--- config.mk ---
export PLATFORM = sky130hd
export DESIGN_NAME = regfile_wb_ctrl
export DESIGN_NICKNAME = d
export VERILOG_FILES = /design/src/rtl/regfile_wb_ctrl.sv
export SDC_FILE = /design/constraint.sdc
export NUM_CORES = 1
export LEC_CHECK = 0
export ABC_AREA = 0
export BUFFER_PORTS_ARGS = -buffer_cell sky130_fd_sc_hd__buf_2
export CAP_MARGIN = 15
export CORE_MARGIN = 5
export CORE_UTILIZATION = 40
export DETAILED_ROUTE_END_ITERATION = 12
export HOLD_SLACK_MARGIN = 0.03
export PLACE_DENSITY = 0.58
export RECOVER_POWER = 100
export SLEW_MARGIN = 20
export SYNTH_ARGS = -nofsm -noshare
export SYNTH_HDL_FRONTEND = slang
export SYNTH_SLANG_ARGS = --single-unit
--- constraint.sdc ---
create_clock -name clk -period 4.4 [get_ports clk]
set_input_delay 0.88 -clock clk [delete_from_list [all_inputs] [get_ports clk]]
set_output_delay 0.88 -clock clk [all_outputs]
set_load 0.02 [all_outputs]
--- src/rtl/regfile_wb_ctrl.sv ---
// Register file write-back controller: buffers write-back requests in an
// in-order queue, drains them onto the reg_file write port, and forwards pending data.
module regfile_wb_ctrl #(
    parameter int DATA_W = 32,
    parameter int ADDR_W = 5,
    parameter int DEPTH  = 4
) (
    input  logic                         clk,
    input  logic                         rst_n,
    input  logic                         wb_valid,
    output logic                         wb_ready,
    input  logic [ADDR_W-1:0]            wb_addr,
    input  logic [DATA_W-1:0]            wb_data,
    input  logic                         wr_stall,
    output logic                         reg_write,
    output logic [ADDR_W-1:0]            rd_addr,
    output logic [DATA_W-1:0]            rd_data,
    input  logic [ADDR_W-1:0]            rs1_addr_in,
    input  logic [ADDR_W-1:0]            rs2_addr_in,
    output logic [ADDR_W-1:0]            rs1_addr,
    output logic [ADDR_W-1:0]            rs2_addr,
    input  logic [DATA_W-1:0]            rs1_data_rf,
    input  logic [DATA_W-1:0]            rs2_data_rf,
    output logic [DATA_W-1:0]            rs1_data,
    output logic [DATA_W-1:0]            rs2_data,
    output logic [$clog2(DEPTH+1)-1:0]   pending
);

    localparam int PTR_W = $clog2(DEPTH);
    localparam int CNT_W = $clog2(DEPTH+1);

    logic [ADDR_W-1:0] q_addr [DEPTH];
    logic [DATA_W-1:0] q_data [DEPTH];
    logic [PTR_W-1:0]  wr_ptr;
    logic [PTR_W-1:0]  rd_ptr;
    logic [CNT_W-1:0]  count;

    logic full;
    logic empty;
    logic enq;
    logic deq;

    assign full     = (count == CNT_W'(DEPTH));
    assign empty    = (count == '0);
    assign wb_ready = !full;
    assign pending  = count;

    // x0 writes complete the handshake but never occupy a queue slot
    assign enq = wb_valid && wb_ready && (wb_addr != '0);
    assign deq = !empty && !wr_stall;

    assign rs1_addr = rs1_addr_in;
    assign rs2_addr = rs2_addr_in;

    always_ff @(posedge clk or negedge rst_n) begin
        if (!rst_n) begin
            wr_ptr <= '0;
            rd_ptr <= '0;
            count  <= '0;
        end else begin
            if (enq) wr_ptr <= wr_ptr + PTR_W'(1);
            if (deq) rd_ptr <= rd_ptr + PTR_W'(1);
            case ({enq, deq})
                2'b10:   count <= count + CNT_W'(1);
                2'b01:   count <= count - CNT_W'(1);
                default: count <= count;
            endcase
        end
    end

    always_ff @(posedge clk) begin
        if (enq) begin
            q_addr[wr_ptr] <= wb_addr;
            q_data[wr_ptr] <= wb_data;
        end
    end

    always_ff @(posedge clk or negedge rst_n) begin
        if (!rst_n) begin
            reg_write <= 1'b0;
            rd_addr   <= '0;
            rd_data   <= '0;
        end else if (deq) begin
            reg_write <= 1'b1;
            rd_addr   <= q_addr[rd_ptr];
            rd_data   <= q_data[rd_ptr];
        end else begin
            reg_write <= 1'b0;
        end
    end

    // Scan oldest to youngest so the last match (newest write) wins over
    // older entries and over the output register.
    function automatic logic [DATA_W-1:0] fwd(input logic [ADDR_W-1:0] a,
                                              input logic [DATA_W-1:0] rf);
        logic [DATA_W-1:0] r;
        logic [PTR_W-1:0]  idx;
        r = rf;
        if (reg_write && (rd_addr == a)) r = rd_data;
        for (int unsigned i = 0; i < DEPTH; i++) begin
            idx = rd_ptr + PTR_W'(i);
            if ((i < 32'(count)) && (q_addr[idx] == a)) r = q_data[idx];
        end
        if (a == '0) r = '0;
        return r;
    endfunction

    always_comb begin
        rs1_data = '0;
        rs2_data = '0;
        rs1_data = fwd(rs1_addr_in, rs1_data_rf);
        rs2_data = fwd(rs2_addr_in, rs2_data_rf);
    end

endmodule

Yosys cells after proc, flatten, opt, wreduce, memory -nomap -nowiden. Memory sizes are Yosys's and may differ from the RTL's. Cells that the tools add are included. Widths: inputs -> output; s select.

Flip-flop bits (word level): 45. Latch bits: 0. RAM bits: 148. ROM bits: 0. Input bits: 115. Output and inout port bits: 116. Word-level logic and storage cells: 68. Memories: 2.

Add/sub/neg operators: 6. Multipliers: 0. Divide/modulo/power cells: 0. $lt $le $gt $ge: 4. Eq/ne operators: 13. Shift operators: 0. Multiplexer cells: 16. Bitwise gates (word level): 0. Reductions and logical operators: 21.

Memory list: q_data (words 4, bits a word 32, read ports 4, clocked after Yosys merged registers in 0, write ports 1, RTL line 33) `logic [DATA_W-1:0] q_data [DEPTH];`; q_addr (words 4, bits a word 5, read ports 4, clocked after Yosys merged registers in 0, write ports 1, RTL line 32) `logic [ADDR_W-1:0] q_addr [DEPTH];`.

Operator list (number): $mux 32 (12); $eq 5x5->1 (10); $logic_and 1x1->1 (13); $logic_not 5->1 (2); $lt 1x3->1 const A (2); $lt 2x3->1 const A (2); $pmux 3 s2 (1); $reduce_bool 5->1 (1); $add 2x1->2 const B (2); $add 2x2->2 const B (2); $add 3x1->3 const B (1); $eq 3x3->1 const B (1); $logic_not 1->1 (3); $logic_not 3->1 (1); $mux 1 (3); $sub 3x1->3 const B (1); $eq 2x1->1 const B (1); $eq 2x2->1 const B (1); $reduce_bool 2->1 (1).

Longest topological paths before layout. Gate-level depths: netlist (run 1).

Depth after elaboration: 8. Depth in mapped cells: 11. Depth with buffers taken out: 10.

Worst setup path after synthesis (run 1). OpenSTA, ideal clock, no wires.

Path type: input to output. Start point: in rs1_addr_in[2]. End point: out rs1_data[9]. Data arrival time: 3.223 ns. Required time: 3.520 ns. Setup slack: 0.297 ns. Stages on the path: 8. Path buffers: 2. Path through: clkbuf_1 xor2_1 nor4_1 clkbuf_1 a21oi_1 o22ai_1 a2111oi_0 nor4b_1.

Cells in the longest elaborated chain, start to end: 8. Elaborated cells between the ends (all ways): 17. Classes of those cells: eq/ne (5); mux (6); reduce/logical (6).

Ends and longest elaborated chain: start, declared (RTL line 18) `input logic [ADDR_W-1:0] rs1_addr_in,`; $eq 5x5->1 (RTL line 99) `if (reg_write && (rd_addr == a)) r = rd_data;`; $logic_and 1x1->1 (RTL line 99); $mux 32 (RTL line 99); $mux 32 (4 in series) (RTL line 102) `if ((i < 32'(count)) && (q_addr[idx] == a)) r = q_data[idx];`; $mux 32 * (RTL line 104) `if (a == '0) r = '0;`; end, declared (RTL line 24) `output logic [DATA_W-1:0] rs1_data,`.

Every way passes the cells marked *; elsewhere a longest branch is shown, timed or not.

Final worst setup path (run 1).
Start point: reg rd_ptr[0]. End point: out rs1_data[20].

Cells in the longest elaborated chain, start to end: 8. Elaborated cells between the ends (all ways): 18. Classes of those cells: add/sub (3); eq/ne (4); mux (5); reduce/logical (4); memory (2).

Ends and longest elaborated chain: start, declared (RTL line 35) `logic [PTR_W-1:0] rd_ptr;`; start signal, assigned (RTL line 62) `if (deq) rd_ptr <= rd_ptr + PTR_W'(1);`; $add 2x1->2 / $mem_v2 4x5 (equally long branches); $mem_v2 4x5 / $eq 5x5->1 (equally long branches); $eq 5x5->1 / $logic_and 1x1->1 (equally long branches) (RTL line 102); $logic_and 1x1->1 / $mux 32 (equally long branches) (RTL line 102); $mux 32 (2 in series) (RTL line 102); $mux 32 * (RTL line 102); $mux 32 * (RTL line 104).

Marked as above.

==> summary.md, run 1 <==
| Metric | Value |
|---|---|
| Synth Warn # | `0` |
| Worst Reg-to-Reg Cells | `5` |
| Post-Syn Area | `14700 sq um` |
| Cts-stage hold buffer count | `0` |
| Largest net degree at the start of global routing | `slightly above 100` |
| Layout cells sized above 1 | `0.277` |
| Clock slew at reported path FFs | `approximately 0.07 ns` |
| Max VDD drop | `0.464 mV` |
| Post-Synthesis Net Count | `1633` |
| Sequential area share after synthesis | `0.379` |
| CTS tree | `yes` |
| Outcome | `finished with violations` |
| Initial core utilization | `0.403` |
| Initial antenna violation count | `7` |
| R2R Path Start | `pending[1]$_DFFE_PN0P_` |
| Leakage Power | `0.00687 uW` |
| Area share of the largest cell type after synthesis | `0.303` |
| Worst Setup Start Kind | `flop` |
| First-pass GRT wire length | `approximately 84 mm` |
| Overflow after GRT | `0` |
| CP endpoint kind | `output port` |
| Synth Register Bits | `just under 200` |
| DPL Wire Length | `between 30 and 40 mm` |
| DR iter-0 viols | `around 1700` |
| Area leader, netlist | `edfxtp_1` |
| Critical Path Source | `rd_ptr[0]$_DFFE_PN0P_` |
| Top_reg_cell synth | `edfxtp_1` |
| IO Port Bufs | `230` |
| Unique masters post-synth | `63` |
| Most instantiated cells after synthesis | `nand2_1 (199), edfxtp_1 (148), mux2i_1 (138), clkbuf_1 (95), a21oi_1 (93)` |
| CTS Buf Count | `17` |
| Post-Synthesis Cells | `1509` |
| Vias in the first global route | `13333` |
| CP endpoint | `rs1_data[20]` |
| CP Class | `reg -> out` |
| Critical Path RT | `approximately 3.5 ns` |
| Routed len/inst | `26.9 um` |
| Clock skew | `0.0105 ns` |
| Tightest Pin Transition | `between 2 and 3 ns` |
| Number of synthesized flops with an enable pin | `148` |
| Tot Pwr | `between 10000 and 15000 uW` |
| HP Class | `reg -> reg` |
| Setup_tns | `0 ns` |
| R2r setup slk | `0.99 ns` |
| Hold_ws | `between 0.5 and 0.6 ns` |
| Final period util | `0.999` |
| Routed wire length | `58.7 mm` |
| Psw | `6880 uW` |
| Final max-slew violation count | `78` |
| Arrival @ worst endpoint | `roughly 3.5 ns` |
| Avg Inst Size Synth | `between 9 and 10 sq um` |
| Failing checks | `max-capacitance violations, max-slew violations` |
| Final hold violations | `0` |
| Htree depth | `4` |
| Endpoints failing setup | `0` |
| Total GRT Usage | `0.266` |
| Grt met1 use | `0.353` |
| Core footprint | `approximately 36000 sq um` |
| Asr flop ratio synth | `0.233` |
| Post-DR vias/cell | `6.54` |
| Io pins | `approximately 230` |
| Final min period | `between 4 and 5 ns` |
| GRT Max-Usage Layer | `met2` |
| Routed Antenna Nets | `0` |
| Worst skew pair latency | `~0.46 ns` |
| Clock power frac | `0.125` |
| Most frequent cell after synthesis | `nand2_1` |
| Fmax | `roughly 230 MHz` |
| Clock Path Buffers | `2` |
| Sink Count | `193` |
| Root buffer cell | `clkbuf_16` |
| Switching portion of total power | `0.508` |
| R2R Path End | `rd_data[16]$_DFFE_PN0P_` |
| Die H | `around 200 um` |
| Area grow syn2layout | `23.6%` |
| Placer Congestion | `0.929` |
| Internal | `6670 uW` |
| Row count | `70` |
| Met2 usage | `0.409` |
| Nets@finish | `roughly 1800` |
| Reg power frac | `0.213` |
| Die W | `about 200 um` |
| Remaining DRCs | `0` |
| Combinational fraction of design power | `0.662` |
| Total of max-cap violations | `2` |
| RSZ-0062 raised after global routing | `yes` |
| Drt first pass iters | `5` |
| Critical path fanouts, max | `14` |
| Synth top area cells | `edfxtp_1 (30%), mux2i_1 (9.4%), dfrtp_1 (7.7%)` |
| Slew HR | `-0.676` |
| DR vias | `around 14000` |
| Die Area | `about 41000 sq um` |
| GR Layer Usage met3 | `0.0728` |
| Pwr dens | `approximately 750 nW/um^2` |
## layout by cell type (no fill, tap or decap), types with 38 or more instances in the layout
cell type	n
a21oi_1	92
buf_2	114
buf_4	100
clkbuf_1	81
dfrtp_1	43
edfxtp_1	148
mux2_2	38
mux2i_1	133
nand2_1	199
nor2_1	38
o21ai_0	66
## layout make-up
type	count	area, sq um
fillers	3376	18300
multi-input cells	1127	8750
flip-flops and latches	193	5580
repair buffers	346	2560
well taps	468	586
clock buffers	18	439
clock inverters	14	196
inverters	9	33.8
diodes	4	10.0
## power by group through the flow
stage | Sequential [uW] | Clock [uW] | Combinational [uW]
6_report | 2890 | 1690 | 8970
5_1_grt | 2940 | 1790 | 9470
4_1_cts | 2870 | 1740 | 8230
3_5_place_dp | 2960 | 0 | 7880
3_3_place_gp | 2940 | 0 | 7810
2_1_floorplan | 3010 | 0 | 5180
## stage by stage
stage | cells | instance area [sq um] | setup slack, ns | utilization
after detailed placement | 2098 | 16300 | 0.108 | 0.448
final | 2179 | 18100 | 0.00374 | 0.498
after CTS | 2145 | 17300 | -0.0288 | 0.474
after global routing | 2176 | 18100 | -0.0800 | 0.498
after floorplan | 1509 | 14700 | 0.297 | -
after global placement | 2098 | 16300 | 0.0857 | 0.448
## worst min-delay path by stage
stage / startpoint / cells after the start / end / slack, ns
2_1_floorplan: rst_n / 0 / pending[0]$_DFFE_PN0P_ / 0.58
3_3_place_gp: rd_data[22]$_DFFE_PN0P_ / 2 / rd_data[22]$_DFFE_PN0P_ / 0.51
3_5_place_dp: rd_data[2]$_DFFE_PN0P_ / 2 / rd_data[2]$_DFFE_PN0P_ / 0.52
4_1_cts: rd_data[2]$_DFFE_PN0P_ / 2 / rd_data[2]$_DFFE_PN0P_ / 0.54
5_1_grt: rd_data[16]$_DFFE_PN0P_ / 2 / rd_data[16]$_DFFE_PN0P_ / 0.57
6_report: rd_data[2]$_DFFE_PN0P_ / 2 / rd_data[2]$_DFFE_PN0P_ / 0.54
## worst max-delay path, stage by stage, from the launching register on
cell and delay, ns:
dfrtp_4 0.50, buf_8 0.15, mux4_2 0.55, xor2_2 0.21, nor4_4 0.38, and2_4 0.23
buf_12 0.14, buf_12 0.15, nor4_2 0.06, nor4b_2 0.36, buf_4 0.20, buf_6 0.12
## registers in the layout, indices dropped and copies added, names as in the netlist
name       flops
rd_ptr         2
reg_write      1
pending        3
rd_data       32
rd_addr        5
wr_ptr         2
q_addr        20
q_data       128
## metal layers
metal | wire, um | vias to the layer above
li1 | - | 6236
met1 | 23700 | 6888
met3 | 5910 | 180
met2 | 26400 | 942
met4 | 2620 | 8
met5 | 62 | -
## logic make-up (layout without fill, tap and decap cells)
group	after synthesis	after routing	synth area share
AO/OA/AOI/OAI	399	400	0.192
buffers and inverters	190	387	0.0649
multiplexers	194	194	0.151
other	0	4	0
flip-flops	193	193	0.379
adder cells (fa/ha/maj)	9	9	0.00767
AND/OR/NAND/NOR	468	468	0.171
XOR/XNOR	56	56	0.0334
## timing repair
action	CTS	global route
endpoints found under the setup margin	64	64
pin swaps	11	38
buffers inserted	12	21
gates resized for setup	29	146
gates cloned	3	9
(Power assumes the default switching activity.)
==> run 2: changes to the inputs <==
Settings changed: CTS_BUF_LIST set to sky130_fd_sc_hd__clkbuf_2.
==> run 2 against run 1 <==
The run ends with max-capacitance violations, max-slew violations, negative setup slack left. Critical path depth down 1. Hold slack got worse by 0.36 ns. Sequential cell count stayed put. Global-route usage increased by 1.7 points. Worst setup slack got worse by 0.50 ns. Non-clock buffer count is 63 higher. First-iteration DRC count increased by 9.8%. Clock-buffer cell count shrank 1. Critical path type unchanged. Critical endpoint is now rs1_data[1]. Largest power group unchanged.
==> summary.md, run 2 (same netlist as run 1, synthesis figures left out) <==
| Metric | Value |
|---|---|
| Non-Filler Instances | `2241` |
| Critical Path RT | `approximately 3.5 ns` |
| Tightest Pin Transition | `~2.4 ns` |
| R2R Path End | `rd_data[15]$_DFFE_PN0P_` |
| Layout cells sized above 1 | `0.376` |
| Core footprint | `36400 sq um` |
| R2R Path Start | `pending[1]$_DFFE_PN0P_` |
| Largest net degree at the start of global routing | `between 100 and 150` |
| DR vias | `14879` |
| Die Area | `~41000 sq um` |
| Clock slew at reported path FFs | `roughly 0.33 ns` |
| Leakage Power | `around 0.0076 uW` |
| Clock Path Buffers | `2` |
| Nets@finish | `about 1900` |
| DPL Wire Length | `37.8 mm` |
| Final period util | `1.11` |
| Setup_tns | `-26.18 ns` |
| Placer Congestion | `slightly above 0.9` |
| Initial core utilization | `0.403` |
| Total GRT Usage | `0.283` |
| Routed Antenna Nets | `0` |
| Sink Count | `just under 200` |
| Row count | `70` |
| IO Port Bufs | `230` |
| Post-DR vias/cell | `about 6.6` |
| Worst Setup Start Kind | `flop` |
| Failing checks | `max-capacitance violations, max-slew violations, negative setup slack` |
| Arrival @ worst endpoint | `4.02 ns` |
| Dpl cell area | `16300 sq um` |
| Hold endpoint | `q_data[1][29]$_DFFE_PP_` |
| Max VDD drop | `between 0.4 and 0.5 mV` |
| Area grow syn2layout | `36.2%` |
| Die W | `roughly 200 um` |
| First-pass GRT wire length | `a little under 90 mm` |
| Pwr dens | `around 720 nW/um^2` |
| Overflow after GRT | `0` |
| Top Registers | `q_data x128, rd_data x32, q_addr x20` |
| Most common cell after layout, fill and taps aside | `nand2_1` |
| Outcome | `finished with violations` |
| Filler cells | `roughly 3200` |
| Final hold violations | `0` |
| HP Start | `wb_data[29]` |
| Final max-slew violation count | `78` |
| Vias in the first global route | `13947` |
| Die H | `a little over 200 um` |
| CP Class | `reg -> out` |
| Io pins | `between 200 and 250` |
| DR iter-0 viols | `about 1800` |
| Most frequent cells in the layout | `nand2_1 (199), edfxtp_1 (148), mux2i_1 (130), buf_2 (130), buf_4 (127)` |
| Worst skew pair latency | `0.92 ns` |
| Reg with most FFs | `q_data` |
| Worst Reg-to-Reg Cells | `5` |
| Clock skew | `roughly 0.060 ns` |
| Endpoints failing setup | `64` |
| Fmax | `a little over 200 MHz` |
| R2r setup slk | `0.92 ns` |
| Setup WS post-layout | `-0.500 ns` |
| Htree depth | `4` |
| HP Class | `in -> reg` |
| Critical path fanouts, max | `17` |
| Post-layout util | `0.549` |
| CTS tree | `yes` |
| Initial antenna violation count | `7` |
| Slew HR | `-0.624` |
| Final min period | `between 4 and 5 ns` |
| CTS Buf Count | `17` |
| Routed len/inst | `between 20 and 30 um` |
| RSZ-0062 raised after global routing | `yes` |
| Remaining DRCs | `0` |
| Worst Hold Depth | `1` |
| Routed wire length | `between 60 and 70 mm` |
| Max reg flops | `roughly 130` |
| DP Worst Slack | `about 0.11 ns` |
| Root buffer cell | `clkbuf_2` |
| Total of max-cap violations | `2` |
| Design area | `approximately 20000 sq um` |
| Drt first pass iters | `6` |
| CP endpoint kind | `output port` |
| Placed Instances | `about 2100` |
run 2: what timing repair did:
item	4_1_cts	5_1_grt
endpoints found under the hold margin	3	0
buffers inserted	39	43
pin swaps	52	70
hold buffers	1	0
endpoints found under the setup margin	64	64
cloned	15	14
gates resized for setup	247	172
run 2: worst max-delay path, cell delays in order (launching register included):
cell       delay (ns)
dfrtp_4          0.55
buf_4            0.16
mux4_2           0.55
xor2_2           0.19
nor4_4           0.37
and2_4           0.32
buf_12           0.21
buf_6            0.13
a2111oi_2        0.05
nor4b_2          0.38
buf_4            0.21
run 2: worst max path at each step:
stage | startpoint | to | slack, ns | depth (start not counted)
finish | rd_ptr[0]$_DFFE_PN0P_ | rs1_data[1] | -0.50 | 10
global route | rd_ptr[0]$_DFFE_PN0P_ | rs1_data[2] | -0.62 | 11
CTS | rd_ptr[0]$_DFFE_PN0P_ | rs1_data[30] | -0.51 | 11
detailed placement | rd_ptr[0]$_DFFE_PN0P_ | rs1_data[6] | 0.11 | 10
global placement | rd_ptr[0]$_DFFE_PN0P_ | rs1_data[6] | 0.09 | 9
floorplan | rs1_addr_in[2] | rs1_data[9] | 0.30 | 8
run 2: metal layers:
layer  track usage  wire [um]  vias to the layer above  share of wire
met5             0         61                        -        0.00096
met4         0.128       3590                       10          0.057
met3        0.0762       6730                      260           0.11
met2         0.441      28400                     1016           0.45
met1         0.370      24600                     7245           0.39
li1              -          -                     6348              -
run 2: layout make-up:
type	instances	area (sq um)	area share
Antenna cell	3	7.51	0.000375
Clock buffer	17	85.1	0.00425
Clock inverter	15	200	0.0100
Inverter	9	33.8	0.00169
Multi-Input combinational cell	1127	9820	0.491
Sequential cell	193	5580	0.279
Tap cell	468	586	0.0293
Timing Repair Buffer	409	3700	0.185
run 2: per-stage QoR:
step / total power (uW) / hold WS, ns
after floorplan: 8190 / 0.580
after global placement: 10800 / 0.514
after detailed placement: 10800 / 0.519
after CTS: 13200 / 0.0731
after global routing: 15000 / 0.113
final: 14400 / 0.180
run 2: power breakdown:
part	total, uW	switching (uW)	internal, uW
Combinational	10500	6380	4160
Clock	1050	706	339
Sequential	2860	390	2470
Total	14400	7470	6970
